$ cat config.mk
export PLATFORM = sky130hd
export DESIGN_NAME = uart_cmd_master
export DESIGN_NICKNAME = d
export VERILOG_FILES = /design/src/rtl/uart_pkg.sv /design/src/rtl/uart_bit_timer.sv /design/src/rtl/uart_cmd_master.sv
export SDC_FILE = /design/constraint.sdc
export NUM_CORES = 1
export LEC_CHECK = 0
export CORE_UTILIZATION = 40
export CTS_CLUSTER_DIAMETER = 100
export DETAILED_ROUTE_END_ITERATION = 16
export PLACE_DENSITY = 0.68
export SYNTH_ARGS = -nofsm -noshare
export SYNTH_HDL_FRONTEND = slang
export SYNTH_HIERARCHICAL = 1
export SYNTH_SLANG_ARGS = --single-unit
$ cat constraint.sdc
create_clock -name clk -period 3.2 [get_ports clk]
set_clock_uncertainty 0.1 [all_clocks]
set_input_delay 0.48 -clock clk [delete_from_list [all_inputs] [get_ports clk]]
set_output_delay 0.48 -clock clk [all_outputs]
set_load 0.01 [all_outputs]
$ cat src/rtl/uart_pkg.sv
// Shared definitions for the UART command master: parity modes, FSM states,
// read error codes and frame-length / parity helpers.
package uart_pkg;

   localparam int PAR_NONE = 0;
   localparam int PAR_EVEN = 1;
   localparam int PAR_ODD  = 2;

   typedef enum logic [1:0] {
      ERR_OK      = 2'd0,
      ERR_PARITY  = 2'd1,
      ERR_FRAMING = 2'd2,
      ERR_TIMEOUT = 2'd3
   } rd_err_t;

   typedef enum logic [3:0] {
      ST_IDLE,
      ST_TX_START,
      ST_TX_DATA,
      ST_TX_PAR,
      ST_TX_STOP,
      ST_TX_GAP,
      ST_RX_WAIT,
      ST_RX_START,
      ST_RX_DATA,
      ST_RX_PAR,
      ST_RX_STOP
   } state_t;

   // Bit-times in one frame: start + payload + optional parity + stop bits.
   function automatic int frame_bits(input int data_bits, input int parity, input int stop_bits);
      return 1 + data_bits + ((parity != PAR_NONE) ? 1 : 0) + stop_bits;
   endfunction

   // Payloads are at most 8 bits; zero-extension does not change the XOR.
   function automatic logic calc_parity(input logic [7:0] data, input int mode);
      return (mode == PAR_ODD) ? ~^data : ^data;
   endfunction

endpackage

$ cat src/rtl/uart_bit_timer.sv
// Bit-period down-counter shared by the tx and rx paths; produces mid-bit and
// end-of-bit strobes.
module uart_bit_timer #(
   parameter int CLK_DIV = 434
) (
   input  logic clk,
   input  logic rst_n,
   input  logic restart,
   input  logic resync,
   output logic bit_mid,
   output logic bit_end
);

   localparam int            CW        = $clog2(CLK_DIV);
   localparam logic [CW-1:0] LOAD_FULL = CW'(CLK_DIV - 1);
   localparam logic [CW-1:0] LOAD_LATE = CW'(CLK_DIV - 2);
   localparam logic [CW-1:0] MID_CNT   = CW'(CLK_DIV - 1 - CLK_DIV / 2);

   logic [CW-1:0] cnt;

   // restart: the next cycle is the first of a bit.
   // resync: the current cycle already is the first of a bit (rx edge detect).
   always_ff @(posedge clk or negedge rst_n) begin
      if (!rst_n) begin
         cnt <= '0;
      end else if (restart) begin
         cnt <= LOAD_FULL;
      end else if (resync) begin
         cnt <= LOAD_LATE;
      end else if (cnt == '0) begin
         cnt <= LOAD_FULL;
      end else begin
         cnt <= cnt - 1'b1;
      end
   end

   assign bit_mid = (cnt == MID_CNT);
   assign bit_end = (cnt == '0);

endmodule

$ cat src/rtl/uart_cmd_master.sv
// UART command master: serialises read/write command words on tx and, for
// reads, collects the slave's response frame from rx with timeout.
module uart_cmd_master
   import uart_pkg::*;
#(
   parameter int CLK_DIV      = 434,
   parameter int DATA_BITS    = 8,
   parameter int PARITY       = 1,
   parameter int STOP_BITS    = 1,
   parameter int GAP_BITS     = 1,
   parameter int TIMEOUT_BITS = 32
) (
   input  logic                   clk,
   input  logic                   rst_n,
   input  logic [2*DATA_BITS-1:0] cmd_in,
   input  logic                   cmd_vld,
   output logic                   cmd_rdy,
   output logic                   tx,
   input  logic                   rx,
   output logic                   wr_done,
   output logic                   read_vld,
   output logic [DATA_BITS-1:0]   read_data,
   output logic [1:0]             read_err
);

   localparam int W       = DATA_BITS;
   localparam int MAX_A   = (DATA_BITS > STOP_BITS) ? DATA_BITS : STOP_BITS;
   localparam int MAX_B   = (GAP_BITS > TIMEOUT_BITS) ? GAP_BITS : TIMEOUT_BITS;
   localparam int CNT_MAX = (MAX_A > MAX_B) ? MAX_A : MAX_B;
   localparam int CW      = $clog2(CNT_MAX + 1);

   localparam logic [CW-1:0] DATA_LAST = CW'(DATA_BITS - 1);
   localparam logic [CW-1:0] STOP_LAST = CW'(STOP_BITS - 1);
   localparam logic [CW-1:0] GAP_LAST  = CW'(GAP_BITS - 1);
   localparam logic [CW-1:0] TMO_LAST  = CW'(TIMEOUT_BITS - 1);

   state_t          state, state_next;
   logic [CW-1:0]   bit_cnt, bit_cnt_next;
   logic            frame_sel, frame_sel_next;
   logic [2*W-1:0]  cmd_q, cmd_next;
   logic [W-1:0]    tx_shift, tx_shift_next;
   logic [W-1:0]    rx_shift, rx_shift_next;
   logic            rx_par, rx_par_next;
   logic            tx_next;
   logic            wr_done_next, read_vld_next;
   logic [W-1:0]    read_data_next;
   logic [1:0]      read_err_next;
   logic            restart, resync;
   logic            bit_mid, bit_end;
   logic            rx_meta, rx_s, rx_prev;
   logic            rx_fall, accept, is_read;
   logic [W-1:0]    frame_byte;
   logic            tx_par, rx_par_err;

   // rx is asynchronous: two flops for metastability, a third for edge detection.
   always_ff @(posedge clk or negedge rst_n) begin
      if (!rst_n) begin
         rx_meta <= 1'b1;
         rx_s    <= 1'b1;
         rx_prev <= 1'b1;
      end else begin
         rx_meta <= rx;
         rx_s    <= rx_meta;
         rx_prev <= rx_s;
      end
   end

   assign rx_fall    = rx_prev & ~rx_s;
   assign accept     = cmd_vld & cmd_rdy;
   assign is_read    = cmd_q[2*W-1];
   assign frame_byte = frame_sel ? cmd_q[W-1:0] : cmd_q[2*W-1:W];
   assign tx_par     = calc_parity(8'(frame_byte), PARITY);
   assign rx_par_err = (PARITY != PAR_NONE) && (rx_par != calc_parity(8'(rx_shift), PARITY));

   uart_bit_timer #(
      .CLK_DIV (CLK_DIV)
   ) u_timer (
      .clk     (clk),
      .rst_n   (rst_n),
      .restart (restart),
      .resync  (resync),
      .bit_mid (bit_mid),
      .bit_end (bit_end)
   );

   // Next-state logic. bit_cnt is reused as data, stop, gap and timeout counter;
   // it is left alone in RX_START so a false start does not reset the timeout.
   always_comb begin
      state_next     = state;
      bit_cnt_next   = bit_cnt;
      frame_sel_next = frame_sel;
      cmd_next       = cmd_q;
      tx_shift_next  = tx_shift;
      rx_shift_next  = rx_shift;
      rx_par_next    = rx_par;
      wr_done_next   = 1'b0;
      read_vld_next  = 1'b0;
      read_data_next = read_data;
      read_err_next  = read_err;
      restart        = 1'b0;
      resync         = 1'b0;
      tx_next        = 1'b1;

      case (state)
         ST_IDLE: begin
            restart = 1'b1;
            if (accept) begin
               state_next     = ST_TX_START;
               cmd_next       = cmd_in;
               frame_sel_next = 1'b0;
               bit_cnt_next   = '0;
            end
         end
         ST_TX_START: begin
            if (bit_end) begin
               state_next    = ST_TX_DATA;
               tx_shift_next = frame_byte;
               bit_cnt_next  = '0;
            end
         end
         ST_TX_DATA: begin
            if (bit_end) begin
               if (bit_cnt == DATA_LAST) begin
                  bit_cnt_next = '0;
                  state_next   = (PARITY != PAR_NONE) ? ST_TX_PAR : ST_TX_STOP;
               end else begin
                  bit_cnt_next  = bit_cnt + 1'b1;
                  tx_shift_next = tx_shift >> 1;
               end
            end
         end
         ST_TX_PAR: begin
            if (bit_end) begin
               state_next   = ST_TX_STOP;
               bit_cnt_next = '0;
            end
         end
         ST_TX_STOP: begin
            if (bit_end) begin
               if (bit_cnt == STOP_LAST) begin
                  bit_cnt_next = '0;
                  if (is_read) begin
                     state_next = ST_RX_WAIT;
                  end else if (frame_sel) begin
                     state_next   = ST_IDLE;
                     wr_done_next = 1'b1;
                  end else begin
                     frame_sel_next = 1'b1;
                     state_next     = (GAP_BITS > 0) ? ST_TX_GAP : ST_TX_START;
                  end
               end else begin
                  bit_cnt_next = bit_cnt + 1'b1;
               end
            end
         end
         ST_TX_GAP: begin
            if (bit_end) begin
               if (bit_cnt == GAP_LAST) begin
                  state_next   = ST_TX_START;
                  bit_cnt_next = '0;
               end else begin
                  bit_cnt_next = bit_cnt + 1'b1;
               end
            end
         end
         ST_RX_WAIT: begin
            if (rx_fall) begin
               state_next = ST_RX_START;
               resync     = 1'b1;
            end else if (bit_end) begin
               if (bit_cnt == TMO_LAST) begin
                  state_next    = ST_IDLE;
                  read_vld_next = 1'b1;
                  read_err_next = ERR_TIMEOUT;
               end else begin
                  bit_cnt_next = bit_cnt + 1'b1;
               end
            end
         end
         ST_RX_START: begin
            if (bit_mid && rx_s) begin
               state_next = ST_RX_WAIT;
            end else if (bit_end) begin
               state_next   = ST_RX_DATA;
               bit_cnt_next = '0;
            end
         end
         ST_RX_DATA: begin
            if (bit_mid) begin
               rx_shift_next = {rx_s, rx_shift[W-1:1]};
            end
            if (bit_end) begin
               if (bit_cnt == DATA_LAST) begin
                  bit_cnt_next = '0;
                  state_next   = (PARITY != PAR_NONE) ? ST_RX_PAR : ST_RX_STOP;
               end else begin
                  bit_cnt_next = bit_cnt + 1'b1;
               end
            end
         end
         ST_RX_PAR: begin
            if (bit_mid) begin
               rx_par_next = rx_s;
            end
            if (bit_end) begin
               state_next = ST_RX_STOP;
            end
         end
         ST_RX_STOP: begin
            if (bit_mid) begin
               state_next     = ST_IDLE;
               read_vld_next  = 1'b1;
               read_data_next = rx_shift;
               if (!rx_s) begin
                  read_err_next = ERR_FRAMING;
               end else if (rx_par_err) begin
                  read_err_next = ERR_PARITY;
               end else begin
                  read_err_next = ERR_OK;
               end
            end
         end
         default: begin
            state_next = ST_IDLE;
         end
      endcase

      // tx is registered, so it is driven from where the FSM is going.
      case (state_next)
         ST_TX_START: tx_next = 1'b0;
         ST_TX_DATA:  tx_next = tx_shift_next[0];
         ST_TX_PAR:   tx_next = tx_par;
         default:     tx_next = 1'b1;
      endcase
   end

   // cmd_rdy rises one cycle after the FSM settles back in IDLE.
   always_ff @(posedge clk or negedge rst_n) begin
      if (!rst_n) begin
         state     <= ST_IDLE;
         bit_cnt   <= '0;
         frame_sel <= 1'b0;
         cmd_q     <= '0;
         tx_shift  <= '0;
         rx_shift  <= '0;
         rx_par    <= 1'b0;
         tx        <= 1'b1;
         cmd_rdy   <= 1'b1;
         wr_done   <= 1'b0;
         read_vld  <= 1'b0;
         read_data <= '0;
         read_err  <= ERR_OK;
      end else begin
         state     <= state_next;
         bit_cnt   <= bit_cnt_next;
         frame_sel <= frame_sel_next;
         cmd_q     <= cmd_next;
         tx_shift  <= tx_shift_next;
         rx_shift  <= rx_shift_next;
         rx_par    <= rx_par_next;
         tx        <= tx_next;
         cmd_rdy   <= (state == ST_IDLE) && (state_next == ST_IDLE);
         wr_done   <= wr_done_next;
         read_vld  <= read_vld_next;
         read_data <= read_data_next;
         read_err  <= read_err_next;
      end
   end

endmodule

==> impl_metrics.yaml <==
global_routing:
  grt.total_usage_pct: 16.38
  grt_max_degree: 40
  use_met2_pct: 26.19
  met1_usage_pct: 22.03
  antenna_found_initial: 0
  grt-ovfl-total: 0
  busiest_layer: "met2"
  grt_pass1_vias: 2490
  met3_usage_pct: 2.844
  grt_first_pass_wirelength_um: 11520
die:
  dieWidth_um: 95.74
  fp.dieH_um: 95.74
  rows: 33
  start_util_pct: 42.14
  die-area_um2: 9165
  pin_count: 34
  core_region_area_um2: 8341
clock_tree:
  postCtsHoldBufs: 0
  clkLatencyLatePin_ps: 340
  cts-buffers-inserted: 9
  cts_sinks: 70
  clk_pin_slew_ps: 80
  tritoncts: "yes"
  h-tree-depth: 3
  cts_root_buf: "clkbuf_8"
  clk_path_buf_depth: 2
  post-cts-setup-buffer-count: 0
route:
  drc_errors: 0
  num_vias: 2484
  avgRoutedWirePerCell_um: 13.98
  ant_nets: 0
  drt_wl_total_um: 6485
  viasPerCell: 5.353
  drtIter0Drc: 134
  drt_first_pass_iters: 4
synth:
  yosysWarnings: 6
  synthTopCellsByCount: "dfrtp_1 (65), mux2_2 (33), nor2_1 (25)"
  yosysTopAreaCell: "dfrtp_1"
  postSynthCellCount: 318
  synthArstFlopShare_pct: 100.0
  seq_area_frac_synth_pct: 50.02
  ys.flop_type: "dfrtp_1"
  syn_avg_cell_area_um2: 11.05
  syn_area_um2: 3515
  synth_top_cell_area_share_pct: 46.28
  synthTopCellsByArea: "dfrtp_1 (46%), mux2_2 (11%), xnor2_1 (4.0%)"
  synth.most_common_cell: "dfrtp_1"
  synthDistinctLibCells: 57
  syn_nets: 342
  synth_edf_count: 0
  synth-seq-cells: 70
critical_path:
  cp_cell_sequence: "inv_1, ha_1, or4b_1, nor2_1, buf_4, nor3b_1, o21ai_1, a221o_1, and3b_1, o211ai_1"
  r2r_slack_ps: 230
  critPathArrivalTime_ps: 3120
  timing.rr.end: "tx$_DFF_PN1_"
  slowest_stage: "or4b_1"
  critical_path.startpoint_type: "flip-flop"
  rr_startpoint: "u_timer/cnt[0]$_DFF_PN0_"
  worstPathBufferInverterCount: 2
  crit_path_max_fanout: 11
  critPathKind: "reg2reg"
  endpoint: "tx$_DFF_PN1_"
  cp.required_ps: 3350
  path_delay_family: "simple AND/OR/NAND/NOR gates"
  r2r_cells: 10
  path_depth: 10
  end_kind: "flip-flop"
  crit_start: "u_timer/cnt[0]$_DFF_PN0_"
  cpPeakStageDelay_ps: 600
placed_design:
  routabilityCongestion: 0.8922
  placed_cells: 448
  hpwl_um: 4673
  io_buffers: 33
min_path:
  hold_class: "in2async"
status:
  status: "finished, final reports clean"
sta:
  rsz0062_at_grt: "true"
  hold_viol: 0
  min_period_ps: 2966
  worstMarginPinSlew_ps: 721.7
  fmax_mhz: 337.1
  finalMaxSlewViolations: 0
  setup_violations: 0
  timing.final.crit_share_pct: 92.69
  max-slew-margin-rel_pct: 51.89
power:
  peakVddDrop_mv: 0.2870
  powerDensity_nw_per_um2: 399.2
  power.leakage_nw: 1.905
finish:
  final_cells: 464
  nets: 378
  n_antenna_cell: 0
  final_util_pct: 49.93
  seq_area_um2: 1758
  fill_cells: 761
  multiInputGateArea_um2: 1633
  areaGrowthSynthToFinish_pct: 18.48
  drive_gt1_share_pct: 19.50
run:
  max_cap_viol_count: 0
cell usage in the layout (no fill, tap or decap), types with 3 or more instances in the layout:
cell type / synthesis / layout
mux2_2: 33 / 33
nand2b_1: 5 / 5
xor2_1: 4 / 4
nand3_1: 7 / 7
nor3_1: 7 / 7
nor2_1: 25 / 24
clkdlybuf4s50_1: 0 / 32
mux2i_1: 8 / 8
inv_1: 11 / 11
clkbuf_8: 0 / 10
nor3b_1: 3 / 3
o21a_1: 5 / 5
ha_1: 4 / 4
and3_1: 3 / 3
o21bai_1: 4 / 4
buf_4: 0 / 6
a221o_1: 3 / 3
a21oi_1: 6 / 6
a22oi_1: 8 / 8
o21ai_0: 16 / 16
nand2_1: 18 / 18
xnor2_1: 16 / 16
dfrtp_1: 65 / 65
dfstp_2: 5 / 5
o21ai_1: 4 / 4
nor2b_1: 4 / 4
a22o_1: 4 / 4
kinds of logic (layout without fill, tap and decap cells):
kind of cell    after synthesis  count (layout)  share of synthesized area, %
simple gates                 88              88                         13.53
flops                        70              70                         50.02
compound gates               68              68                         13.60
mux                          41              41                         12.85
buf+inv                      27              68                         3.595
xor+xnor                     20              20                         4.984
fa+ha+maj                     4               4                         1.424
how the worst min path moves through the flow:
stage	slack (ps)	to
2_1_floorplan	80	bit_cnt[0]$_DFFE_PN0P_
3_3_place_gp	250	rx_s$_DFF_PN1_
3_5_place_dp	250	rx_s$_DFF_PN1_
4_1_cts	100	cmd_q[14]$_DFFE_PN0P_
5_1_grt	140	cmd_q[14]$_DFFE_PN0P_
6_report	80	cmd_q[14]$_DFFE_PN0P_
worst reg2reg max path, stage by stage, from the launching register on:
cell and delay [ps]:
dfrtp_1 410, inv_1 90, ha_1 130, or4b_1 600, nor2_1 160, buf_4 180
nor3b_1 280, o21ai_1 270, a221o_1 370, and3b_1 210, o211ai_1 90
area by class of cell:
class	instances	share of cell area [%]
Clock inverter	6	1.653
Timing Repair Buffer	40	9.375
Sequential cell	70	42.22
Clock buffer	10	3.305
Tap cell	105	3.155
Inverter	12	1.082
Multi-Input combinational cell	221	39.21
where the power goes:
part / internal, mW / leakage (nW) / switching [mW]
clock network: 0.386 / 0.103 / 0.343
registers: 0.888 / 0.935 / 0.00225
logic: 0.0227 / 0.867 / 0.0197
total: 1.30 / 1.91 / 0.365
routing by layer:
metal  up-vias  wire length (µm)  share of wire (%)
met3        11               232                3.6
met1      1204              3102                 48
met4         0               121                1.9
li1       1209                 -                  -
met5         -                 0                  0
met2        60              3029                 47
metrics by stage:
step / total power, mW / setup slack, ps / hold WS, ps / area (µm²) / setup TNS [ps]
after global placement: 0.9509 / 364.2 / 246.8 / 3955 / 0
after floorplan: 0.9082 / 465.1 / 84.41 / 3515 / 0
after CTS: 1.689 / 252.8 / 100.0 / 4161 / 0
after global routing: 1.734 / -1.198 / 135.1 / 4164 / -1.198
final: 1.662 / 233.9 / 83.16 / 4164 / 0
after detailed placement: 0.9514 / 277.2 / 246.8 / 3955 / 0
sequential cells by signal, summed over array words and instances (netlist names), 2 cells and up:
| name | flops |
|---|---|
| read_err | 2 |
| state | 4 |
| bit_cnt | 6 |
| rx_shift | 8 |
| cmd_q | 16 |
| u_timer/cnt | 9 |
| read_data | 8 |
| tx_shift | 8 |
what timing repair did:
action                                  4_1_cts  5_1_grt
gates resized for setup                       0        1
endpoints found under the hold margin         0        0
endpoints found under the setup margin        0        1
(Power assumes the default switching activity.)
